File: src/rtl/mode_sequencer_if.sv
`default_nettype none
// ============================================================================
//  Module      : mode_sequencer_if
//  Description : Bundles the link/input requests, the vsync stream and the
//                mode/tick outputs that pass between the game logic, the
//                mode sequencer and the draw block.
//  Revision    : 1.0 - initial release
// ============================================================================
interface mode_sequencer_if;
  logic       vsync;
  logic       start;
  logic       restart;
  logic       game_over;
  logic [1:0] result;
  logic       link_err;
  logic [2:0] mode;
  logic       game_tick;
  logic       frame_start;

  // Requesting side: drives requests and vsync, observes the mode
  modport master (
    output vsync, start, restart, game_over, result, link_err,
    input  mode, game_tick, frame_start
  );

  // Sequencer side
  modport slave (
    input  vsync, start, restart, game_over, result, link_err,
    output mode, game_tick, frame_start
  );
endinterface
`default_nettype wire

File: src/rtl/mode_sequencer.sv
`default_nettype none
// ============================================================================
//  Module      : mode_sequencer
//  Description : Owns the game mode (MENU/GAME/WIN/LOSE/DRAW/ERROR). All mode
//                changes happen only on a detected vsync falling edge so the
//                draw block never switches screen mid-frame. Issues the
//                periodic game-logic tick while in GAME.
//  Revision    : 1.0 - initial release
// ============================================================================
module mode_sequencer #(
  parameter int TICK_FRAMES   = 8,
  parameter int RESULT_FRAMES = 180,
  parameter int ERROR_FRAMES  = 60,
  parameter int CNT_W         = 8
) (
  input  logic                clk,
  input  logic                rst,
  mode_sequencer_if.slave     bus
);

  typedef enum logic [2:0] {
    MENU  = 3'd0,
    GAME  = 3'd1,
    WIN   = 3'd2,
    LOSE  = 3'd3,
    DRAW  = 3'd4,
    ERROR = 3'd5
  } mode_t;

  localparam logic [CNT_W-1:0] c_tick_last   = CNT_W'(TICK_FRAMES - 1);
  localparam logic [CNT_W-1:0] c_result_last = CNT_W'(RESULT_FRAMES - 1);
  localparam logic [CNT_W-1:0] c_error_last  = CNT_W'(ERROR_FRAMES - 1);

  mode_t            mode_q;
  logic             vs_q;
  logic             fs_q;
  logic             tick_q;
  logic [CNT_W-1:0] cnt_q;
  logic [CNT_W-1:0] tick_cnt_q;
  logic             start_pend_q,   start_pend_d;
  logic             restart_pend_q, restart_pend_d;
  logic             over_pend_q,    over_pend_d;
  logic [1:0]       res_q,          res_d;
  logic             in_result;

  assign in_result = (mode_q == WIN) || (mode_q == LOSE) || (mode_q == DRAW);

  // Pending requests including this cycle's pulse; a request the current
  // mode cannot use is dropped immediately rather than held for later.
  always_comb begin
    start_pend_d   = (start_pend_q   | bus.start)     & (mode_q == MENU);
    restart_pend_d = (restart_pend_q | bus.restart)   & in_result;
    over_pend_d    = (over_pend_q    | bus.game_over) & (mode_q == GAME);
    res_d          = res_q;
    if (bus.game_over && (mode_q == GAME)) res_d = bus.result;
  end

  // Frame detect, request latching and frame-synchronous mode sequencing
  always_ff @(posedge clk) begin
    if (rst) begin
      mode_q         <= MENU;
      vs_q           <= 1'b1;
      fs_q           <= 1'b0;
      tick_q         <= 1'b0;
      cnt_q          <= '0;
      tick_cnt_q     <= '0;
      start_pend_q   <= 1'b0;
      restart_pend_q <= 1'b0;
      over_pend_q    <= 1'b0;
      res_q          <= 2'b00;
    end else begin
      vs_q           <= bus.vsync;
      fs_q           <= vs_q & ~bus.vsync;
      tick_q         <= 1'b0;
      start_pend_q   <= start_pend_d;
      restart_pend_q <= restart_pend_d;
      over_pend_q    <= over_pend_d;
      res_q          <= res_d;

      if (fs_q) begin
        // A link fault pre-empts everything; leaving a mode consumes or
        // drops every request, including one arriving in this very cycle.
        if ((mode_q != ERROR) && bus.link_err) begin
          mode_q         <= ERROR;
          cnt_q          <= '0;
          start_pend_q   <= 1'b0;
          restart_pend_q <= 1'b0;
          over_pend_q    <= 1'b0;
        end else begin
          case (mode_q)
            MENU: begin
              if (start_pend_d) begin
                mode_q       <= GAME;
                cnt_q        <= '0;
                tick_cnt_q   <= '0;
                start_pend_q <= 1'b0;
              end
            end
            GAME: begin
              if (over_pend_d) begin
                case (res_d)
                  2'b00:   mode_q <= WIN;
                  2'b01:   mode_q <= LOSE;
                  2'b10:   mode_q <= DRAW;
                  default: mode_q <= ERROR;
                endcase
                cnt_q       <= '0;
                over_pend_q <= 1'b0;
              end else if (tick_cnt_q == c_tick_last) begin
                tick_q     <= 1'b1;
                tick_cnt_q <= '0;
              end else begin
                tick_cnt_q <= tick_cnt_q + 1'b1;
              end
            end
            WIN, LOSE, DRAW: begin
              if (restart_pend_d) begin
                mode_q         <= MENU;
                cnt_q          <= '0;
                restart_pend_q <= 1'b0;
              end else if (cnt_q == c_result_last) begin
                mode_q <= MENU;
                cnt_q  <= '0;
              end else begin
                cnt_q <= cnt_q + 1'b1;
              end
            end
            ERROR: begin
              // Recovery needs an unbroken run of fault-free frames
              if (bus.link_err) begin
                cnt_q <= '0;
              end else if (cnt_q == c_error_last) begin
                mode_q <= MENU;
                cnt_q  <= '0;
              end else begin
                cnt_q <= cnt_q + 1'b1;
              end
            end
            default: begin
              mode_q <= MENU;
              cnt_q  <= '0;
            end
          endcase
        end
      end
    end
  end

  assign bus.mode        = mode_q;
  assign bus.game_tick   = tick_q;
  assign bus.frame_start = fs_q;

endmodule
`default_nettype wire

File: src/flat_wrapper.sv
// flat-port wrapper written by rule: the top's interface ports become plain ports
module mode_sequencer_flat 
#(
  parameter int TICK_FRAMES   = 8,
  parameter int RESULT_FRAMES = 180,
  parameter int ERROR_FRAMES  = 60,
  parameter int CNT_W         = 8
)
  (clk, rst, bus_vsync, bus_start, bus_restart, bus_game_over, bus_result, bus_link_err, bus_mode, bus_game_tick, bus_frame_start);
  mode_sequencer_if bus_i ();
  input  logic clk;
  input  logic rst;
  input wire logic [$bits(bus_i.vsync)-1:0] bus_vsync;
  input wire logic [$bits(bus_i.start)-1:0] bus_start;
  input wire logic [$bits(bus_i.restart)-1:0] bus_restart;
  input wire logic [$bits(bus_i.game_over)-1:0] bus_game_over;
  input wire logic [$bits(bus_i.result)-1:0] bus_result;
  input wire logic [$bits(bus_i.link_err)-1:0] bus_link_err;
  output wire logic [$bits(bus_i.mode)-1:0] bus_mode;
  output wire logic [$bits(bus_i.game_tick)-1:0] bus_game_tick;
  output wire logic [$bits(bus_i.frame_start)-1:0] bus_frame_start;
  assign bus_i.vsync = bus_vsync;
  assign bus_i.start = bus_start;
  assign bus_i.restart = bus_restart;
  assign bus_i.game_over = bus_game_over;
  assign bus_i.result = bus_result;
  assign bus_i.link_err = bus_link_err;
  assign bus_mode = bus_i.mode;
  assign bus_game_tick = bus_i.game_tick;
  assign bus_frame_start = bus_i.frame_start;
  mode_sequencer #(.TICK_FRAMES(TICK_FRAMES), .RESULT_FRAMES(RESULT_FRAMES), .ERROR_FRAMES(ERROR_FRAMES), .CNT_W(CNT_W)) u_core (.clk(clk), .rst(rst), .bus(bus_i));
endmodule
File: config.mk
export PLATFORM = sky130hd
export DESIGN_NAME = mode_sequencer_flat
export DESIGN_NICKNAME = d
export VERILOG_FILES = /design/src/rtl/mode_sequencer_if.sv /design/src/rtl/mode_sequencer.sv /design/src/flat_wrapper.sv
export SDC_FILE = /design/constraint.sdc
export NUM_CORES = 1
export LEC_CHECK = 0
export ABC_CLOCK_PERIOD_IN_PS = 1800
export BUFFER_PORTS_ARGS = -buffer_cell sky130_fd_sc_hd__buf_2
export CORE_MARGIN = 3
export CORE_UTILIZATION = 50
export DETAILED_ROUTE_END_ITERATION = 10
export GPL_TIMING_DRIVEN = 0
export PLACE_DENSITY = 0.74
export REMOVE_ABC_BUFFERS = 1
export SYNTH_ARGS = -nofsm -noshare
export SYNTH_HDL_FRONTEND = slang
export SYNTH_SLANG_ARGS = --single-unit
File: constraint.sdc
create_clock -name clk -period 1.8 [get_ports clk]
set_input_delay 0.45 -clock clk [delete_from_list [all_inputs] [get_ports clk]]
set_output_delay 0.45 -clock clk [all_outputs]
set_load 0.01 [all_outputs]
==> summary.md, run 1 <==
| Metric | Value |
|---|---|
| Initial antenna violation count | `0` |
| Hold Vio Cnt, Final | `0` |
| 1st-pass router iterations | `4` |
| Vias in the first global route | `1204` |
| Setup TNS | `0 ps` |
| Site row count | `18` |
| Post-synth cell types | `50` |
| Drt drc | `0` |
| Worst slew margin | `74.2%` |
| WP data arrival | `2010 ps` |
| CTS H-Tree Depth | `1` |
| Placed Instances | `193` |
| PortBufs | `13` |
| CP Class | `reg -> reg` |
| Async SR Flop Fraction | `0%` |
| Achievable frequency | `562 MHz` |
| 1st-iter DRT viols | `50` |
| Die Span X | `59.9 µm` |
| Crit share post-route | `98.8%` |
| Area Overhead vs Synth | `17.3%` |
| Core Area | `2610 µm²` |
| Final ANT Viol Nets | `0` |
| DP HPWL | `1960 µm` |
| CTS Buf Count | `3` |
| Pwr Density | `588 nW/µm²` |
| WL per Instance | `15.3 µm` |
| Cell count after synthesis | `156` |
| Worst setup EP type | `flop` |
| # nets final | `189` |
| Min cycle time layout | `1780 ps` |
| Warnings, synthesis | `0` |
| Commonest non-fill, non-tap cells in the layout | `21 x dfxtp_1, 16 x nor2_1, 13 x buf_2` |
| N_diodes | `0` |
| Register bit count reported by yosys | `27` |
| Worst-margin pin slew | `387 ps` |
| Layout Cells excl Fill | `206` |
| Max Cap Viol | `0` |
| Die Height | `59.9 µm` |
| Setup crit start kind | `flop` |
| RSZ-0062 raised after global routing | `yes` |
| Leak Pwr | `0.655 nW` |
| Fillers | `206` |
| Synthesized area | `1450 µm²` |
| Total GRT Usage | `18.3%` |
| CTS tree | `yes` |
| EDFF count, synth | `0` |
| Most common cell after layout, fill and taps aside | `dfxtp_1` |
| CTS sink cnt | `27` |
| RD Place Congestion | `0.868` |
| Congestion Overflow GR | `0` |
| CTS root buf | `clkbuf_4` |
| Status | `finished, final reports clean` |
| Largest net degree at the start of global routing | `17` |
| Initial Utilization | `55.7%` |
| Via-to-Cell Ratio | `6.00` |
| Share of cells above drive strength 1 | `32.4%` |
| Synthesized area per cell | `9.32 µm²` |
| Max clock buf depth | `2` |
| Clk Latency, worst-skew pair | `320 ps` |
| Slew Limit Fails | `0` |
| Sequential area share after synthesis | `37.2%` |
| Via count | `1235` |
| VDD IR max | `0.000585 V` |
| Die Area | `3590 µm²` |
| Worst-path clk slew | `150 ps` |
| # IOs | `14` |
| Worst min path class | `in -> reg` |
| Final hold slack | `321 ps` |
| Data required, critical path | `2030 ps` |
| Total Wirelength | `3140 µm` |
| First-pass GRT wire length | `5140 µm` |
| Worst Skew | `11.8 ps` |
| Post-synth top flop | `dfxtp_1` |
| Final setup violation count | `0` |
| Worst-path fanout max | `6` |
synth_stat cells, types with 3 or more instances:
cell type | count | area (µm²)
nor2_2 | 3 | 18.8
o21ai_0 | 3 | 15.0
nor4_1 | 5 | 31.3
nor2b_1 | 4 | 25.0
nand2_1 | 7 | 26.3
nand2b_1 | 4 | 25.0
a21oi_1 | 6 | 30.0
or2_2 | 3 | 18.8
ha_1 | 3 | 37.5
nand4_1 | 4 | 25.0
buf_2 | 3 | 15.0
nand3_1 | 6 | 30.0
mux2i_1 | 3 | 30.0
xor2_1 | 5 | 43.8
and2b_1 | 3 | 22.5
dfxtp_1 | 27 | 541
nor2_1 | 16 | 60.1
a21o_1 | 5 | 37.5
a22o_1 | 5 | 43.8
report_power, final:
group	total, W	switching (W)	internal, W
clock	0.000259	0.000172	0.0000868
sequential	0.000621	0.0000159	0.000605
combinational	0.000122	0.0000697	0.0000526
total	0.00100	0.000258	0.000744
layer usage:
| layer | vias to the layer above | part of all wire (%) | GRT usage, % | wire, µm |
|---|---|---|---|---|
| met1 | 584 | 47 | 22.8 | 1490 |
| li1 | 616 | - | - | - |
| met2 | 31 | 48 | 32.3 | 1520 |
| met4 | 0 | 0.73 | 3.48 | 23 |
| met5 | - | 0 | 0 | 0 |
| met3 | 4 | 3.7 | 3.89 | 117 |
final timing paths:
| check | end | start | slack (ps) | cells past startpoint |
|---|---|---|---|---|
| setup / recovery | u_core.cnt_q[5] | u_core.cnt_q[1] | 20 | 7 |
| hold / removal | u_core.vs_q | bus_vsync | 320 | 2 |
| hold reg to reg | u_core.bus.frame_start | u_core.vs_q | 410 | 2 |
| setup reg to reg | u_core.cnt_q[5] | u_core.cnt_q[1] | 20 | 7 |
worst max-delay path: stages, from the launching register on:
cell       delay (ps)
dfxtp_2           360
ha_2              210
nand4bb_4         150
o31ai_2           260
a211oi_2          120
buf_4             180
and3b_1           160
a221o_1           260
state kept, by name, indices dropped and copies added, names as in the netlist:
register	flops
u_core.cnt_q	8
u_core.tick_cnt_q	8
u_core.bus.mode	3
u_core.res_q	2
u_core.bus.frame_start	1
u_core.bus.game_tick	1
u_core.over_pend_q	1
u_core.restart_pend_q	1
u_core.start_pend_q	1
u_core.vs_q	1
repair_timing:
item / CTS / global route
resized for setup: 15 / 12
setup buffers: 4 / 5
endpoints found under the setup margin: 17 / 18
pin swaps: 5 / 2
hold buffers: 0 / 0
cell families (layout without fill, tap and decap cells):
group / after synthesis / in the layout / synth area share, %
muxes: 5 / 5 / 3.61
and+or+nand+nor: 76 / 76 / 31.6
adders and majority gates: 3 / 3 / 2.58
xor gates and xnor gates: 6 / 6 / 3.61
DFF: 27 / 27 / 37.2
buffers and inverters: 7 / 27 / 3.10
AOI/OAI and AO/OA: 32 / 32 / 18.3
final cells by class:
cell class / count / area (µm²) / area share, %
Multi-Input combinational cell: 122 / 950 / 55.7
Inverter: 1 / 3.75 / 0.220
Tap cell: 30 / 37.5 / 2.20
Sequential cell: 27 / 558 / 32.7
Timing Repair Buffer: 22 / 130 / 7.63
Clock buffer: 4 / 26.3 / 1.54
through the flow:
stage | cell area (µm²) | worst slack (ps) | util [%] | total power (W)
after CTS | 1630 | 1.57 | 62.3 | 0.000998
after floorplan | 1410 | -33.7 | - | 0.000702
final | 1710 | 21.0 | 65.3 | 0.00100
after detailed placement | 1520 | -387 | 58.0 | 0.000739
after global routing | 1710 | -87.1 | 65.3 | 0.00105
after global placement | 1520 | -297 | 58.0 | 0.000735
Note: power is estimated with default switching activity, not from simulation.
==> run 2, diff against run 1 <==
--- a/config.mk
+++ b/config.mk
@@ -7,6 +7,7 @@
 export LEC_CHECK = 0
 export ABC_CLOCK_PERIOD_IN_PS = 1800
 export BUFFER_PORTS_ARGS = -buffer_cell sky130_fd_sc_hd__buf_2
+export CORE_ASPECT_RATIO = 1.75
 export CORE_MARGIN = 3
 export CORE_UTILIZATION = 50
 export DETAILED_ROUTE_END_ITERATION = 10
==> run 2 against run 1 <==
Against the previous run:
- non-clock buffer count grew 2
- largest power group unchanged
- power is 8.9% higher
- clock power up 33%
- sequential power about the same
- final cell count decreased by 0.49%
- die area grew 0.70%
- critical path type unchanged
- sequential share of layout area shrank 1.2 points
- register-to-register slack barely moved
==> summary.md, run 2 (synthesized netlist as in run 1, its figures left out) <==
| Metric | Value |
|---|---|
| R2R setup slack | `9 ps (about the same)` |
| Terminus of the critical flop-to-flop path | `u_core.cnt_q[2]` |
| Largest net degree at the start of global routing | `17 (unchanged)` |
| 1st-iter DRT viols | `40 (-20%)` |
| Die Area | `3620 µm² (+0.70%)` |
| CP Class | `reg -> reg` |
| # IOs | `14 (unchanged)` |
| Via count | `1264 (+2.3%)` |
| Hold Path End | `u_core.vs_q` |
| N_diodes | `0 (unchanged)` |
| Status | `finished, final reports clean` |
| Congestion Overflow GR | `0 (unchanged)` |
| Max clock buf depth | `2 (unchanged)` |
| DP HPWL | `2310 µm (+18%)` |
| VDD IR max | `0.000390 V (-33%)` |
| Max Cap Viol | `0 (unchanged)` |
| Crit path top cell by count | `buf_4` |
| Area Overhead vs Synth | `21.9%` |
| Final hold slack | `379 ps (+57.6 ps)` |
| Die Span X | `46.8 µm (-22%)` |
| Multi-input gate area | `983 µm² (+3.6%)` |
| Worst-margin pin slew | `475 ps (+88.0 ps)` |
| FF-to-FF Start | `u_core.bus.mode[1]` |
| Hold Vio Cnt, Final | `0 (unchanged)` |
| Drt drc | `0 (unchanged)` |
| Achievable frequency | `558 MHz (-0.64%)` |
| WL per Instance | `17.6 µm (+15%)` |
| Die Height | `77.3 µm (+29%)` |
| Final ANT Viol Nets | `0 (unchanged)` |
| Crit path cell chain | `buf_4, or2b_1, o22a_1, a211oi_2, buf_4, and3b_1, a221o_1` |
| Total Wirelength | `3600 µm (+15%)` |
| Clk Latency, worst-skew pair | `270 ps (-50 ps)` |
| Commonest non-fill, non-tap cells in the layout | `20 x dfxtp_1, 16 x nor2_1, 13 x buf_2` |
| Worst min path class | `in -> reg` |
| Placed Instances | `190 (-1.6%)` |
| First-pass GRT wire length | `5330 µm (+3.6%)` |
| Hold Crit Depth | `2 (unchanged)` |
| CTS tree | `yes` |
| Vias in the first global route | `1194 (-0.83%)` |
| Min cycle time layout | `1790 ps (+11.5 ps)` |
| Data required, critical path | `2010 ps (-20 ps)` |
| Layout Cells excl Fill | `205 (-0.49%)` |
| Pwr Density | `616 nW/µm² (+4.8%)` |
| CP Buf/Inv Count | `2 (+1)` |
| Worst setup EP type | `flop` |
| Worst slew margin | `68.2% (-6.0 points)` |
| Worst-path clk slew | `90 ps (-60 ps)` |
| Crit-path slowest cell | `dfxtp_4` |
| CTS Buf Count | `3 (unchanged)` |
| RSZ-0062 raised after global routing | `yes` |
| RD Place Congestion | `0.743 (-14%)` |
| Worst-path fanout max | `8 (+2)` |
| Reg2reg path depth | `7 (unchanged)` |
| Sequential cell area | `559 µm² (+0.22%)` |
| Initial antenna violation count | `0 (unchanged)` |
| Total GRT Usage | `19.6% (+1.4 points)` |
| CTS root buf | `clkbuf_8` |
| PortBufs | `13 (unchanged)` |
| Hold path start | `bus_vsync` |
| Site row count | `25 (+7)` |
| 1st-pass router iterations | `4 (unchanged)` |
| WP data arrival | `2010 ps (about the same)` |
| Initial Utilization | `52.8% (-2.8 points)` |
| Leak Pwr | `0.675 nW (+3.1%)` |
| Crit share post-route | `99.5% (+0.64 points)` |
| # nets final | `191 (+1.1%)` |
| CTS sink cnt | `27 (unchanged)` |
| Share of cells above drive strength 1 | `34.3% (+1.9 points)` |
| Top delay family on crit path | `compound AO/OA/AOI/OAI gates` |
| Worst Skew | `8.47 ps (-3.36 ps)` |
| Final setup violation count | `0 (unchanged)` |
| CTS H-Tree Depth | `1 (unchanged)` |
| Core Area | `2750 µm² (+5.4%)` |
| Max stage delay on crit path | `380 ps (+20 ps)` |
| Via-to-Cell Ratio | `6.17 (+2.8%)` |
| Slew Limit Fails | `0 (unchanged)` |
| Setup crit start kind | `flop` |
| Fillers | `230 (+12%)` |
| Most common cell after layout, fill and taps aside | `dfxtp_1` |
-- run 2: cell types whose count changed in the layout (fill, tap and decap cells not counted), sizes merged --
cell    delta
clkbuf     -1
buf        +3
-- run 2: what timing repair did --
action                     4_1_cts  5_1_grt
hold buffers                     0        0
setup endpoints to repair       17       16
pin swaps                        6        6
gates resized for setup         12       18
buffers inserted                 4        7
cloned                           0        0
-- run 2: cell type report --
type	instances	share of cell area, %
Timing Repair Buffer	24	8.33
Inverter	1	0.212
Sequential cell	27	31.5
Clock buffer	4	2.54
Tap cell	27	1.91
Multi-Input combinational cell	122	55.5
-- run 2: through the flow --
| stage | setup WS (ps) | total power (W) | TNS, ps | util [%] | cell area, µm² |
|---|---|---|---|---|---|
| floorplan | -33.7 | 0.000702 | -153 | - | 1410 |
| global placement | -302 | 0.000738 | -3740 | 54.9 | 1510 |
| detailed placement | -399 | 0.000741 | -4870 | 54.9 | 1510 |
| CTS | 5.33 | 0.00108 | 0 | 58.9 | 1620 |
| global route | -90.5 | 0.00114 | -654 | 64.4 | 1770 |
| finish | 9.42 | 0.00109 | 0 | 64.4 | 1770 |
-- run 2: worst max path at each step --
stage | startpoint | to | slack [ps] | cells past startpoint
finish | u_core.bus.mode[1] | u_core.cnt_q[2] | 9 | 7
global route | u_core.bus.mode[1] | u_core.cnt_q[2] | -90 | 7
CTS | u_core.bus.mode[2] | u_core.bus.mode[1] | 5 | 5
detailed placement | u_core.bus.mode[2] | u_core.cnt_q[2] | -400 | 5
global placement | u_core.bus.mode[2] | u_core.cnt_q[2] | -300 | 5
floorplan | u_core.bus.mode[2] | u_core.cnt_q[5] | -30 | 5
-- run 2: report_power, final --
group	switching (W)	total [W]	internal, W
clock	0.000185	0.000344	0.000159
combinational	0.0000729	0.000128	0.0000548
sequential	0.0000165	0.000621	0.000604
-- run 2: per-layer routing --
layer  track usage [%]  up-vias  share of wire, %
met1              20.2      622                38
met5                 0        -                 0
li1                  -      620                 -
met2              35.0       16                58
met3              2.32        6               1.4
met4              11.1        0               1.9
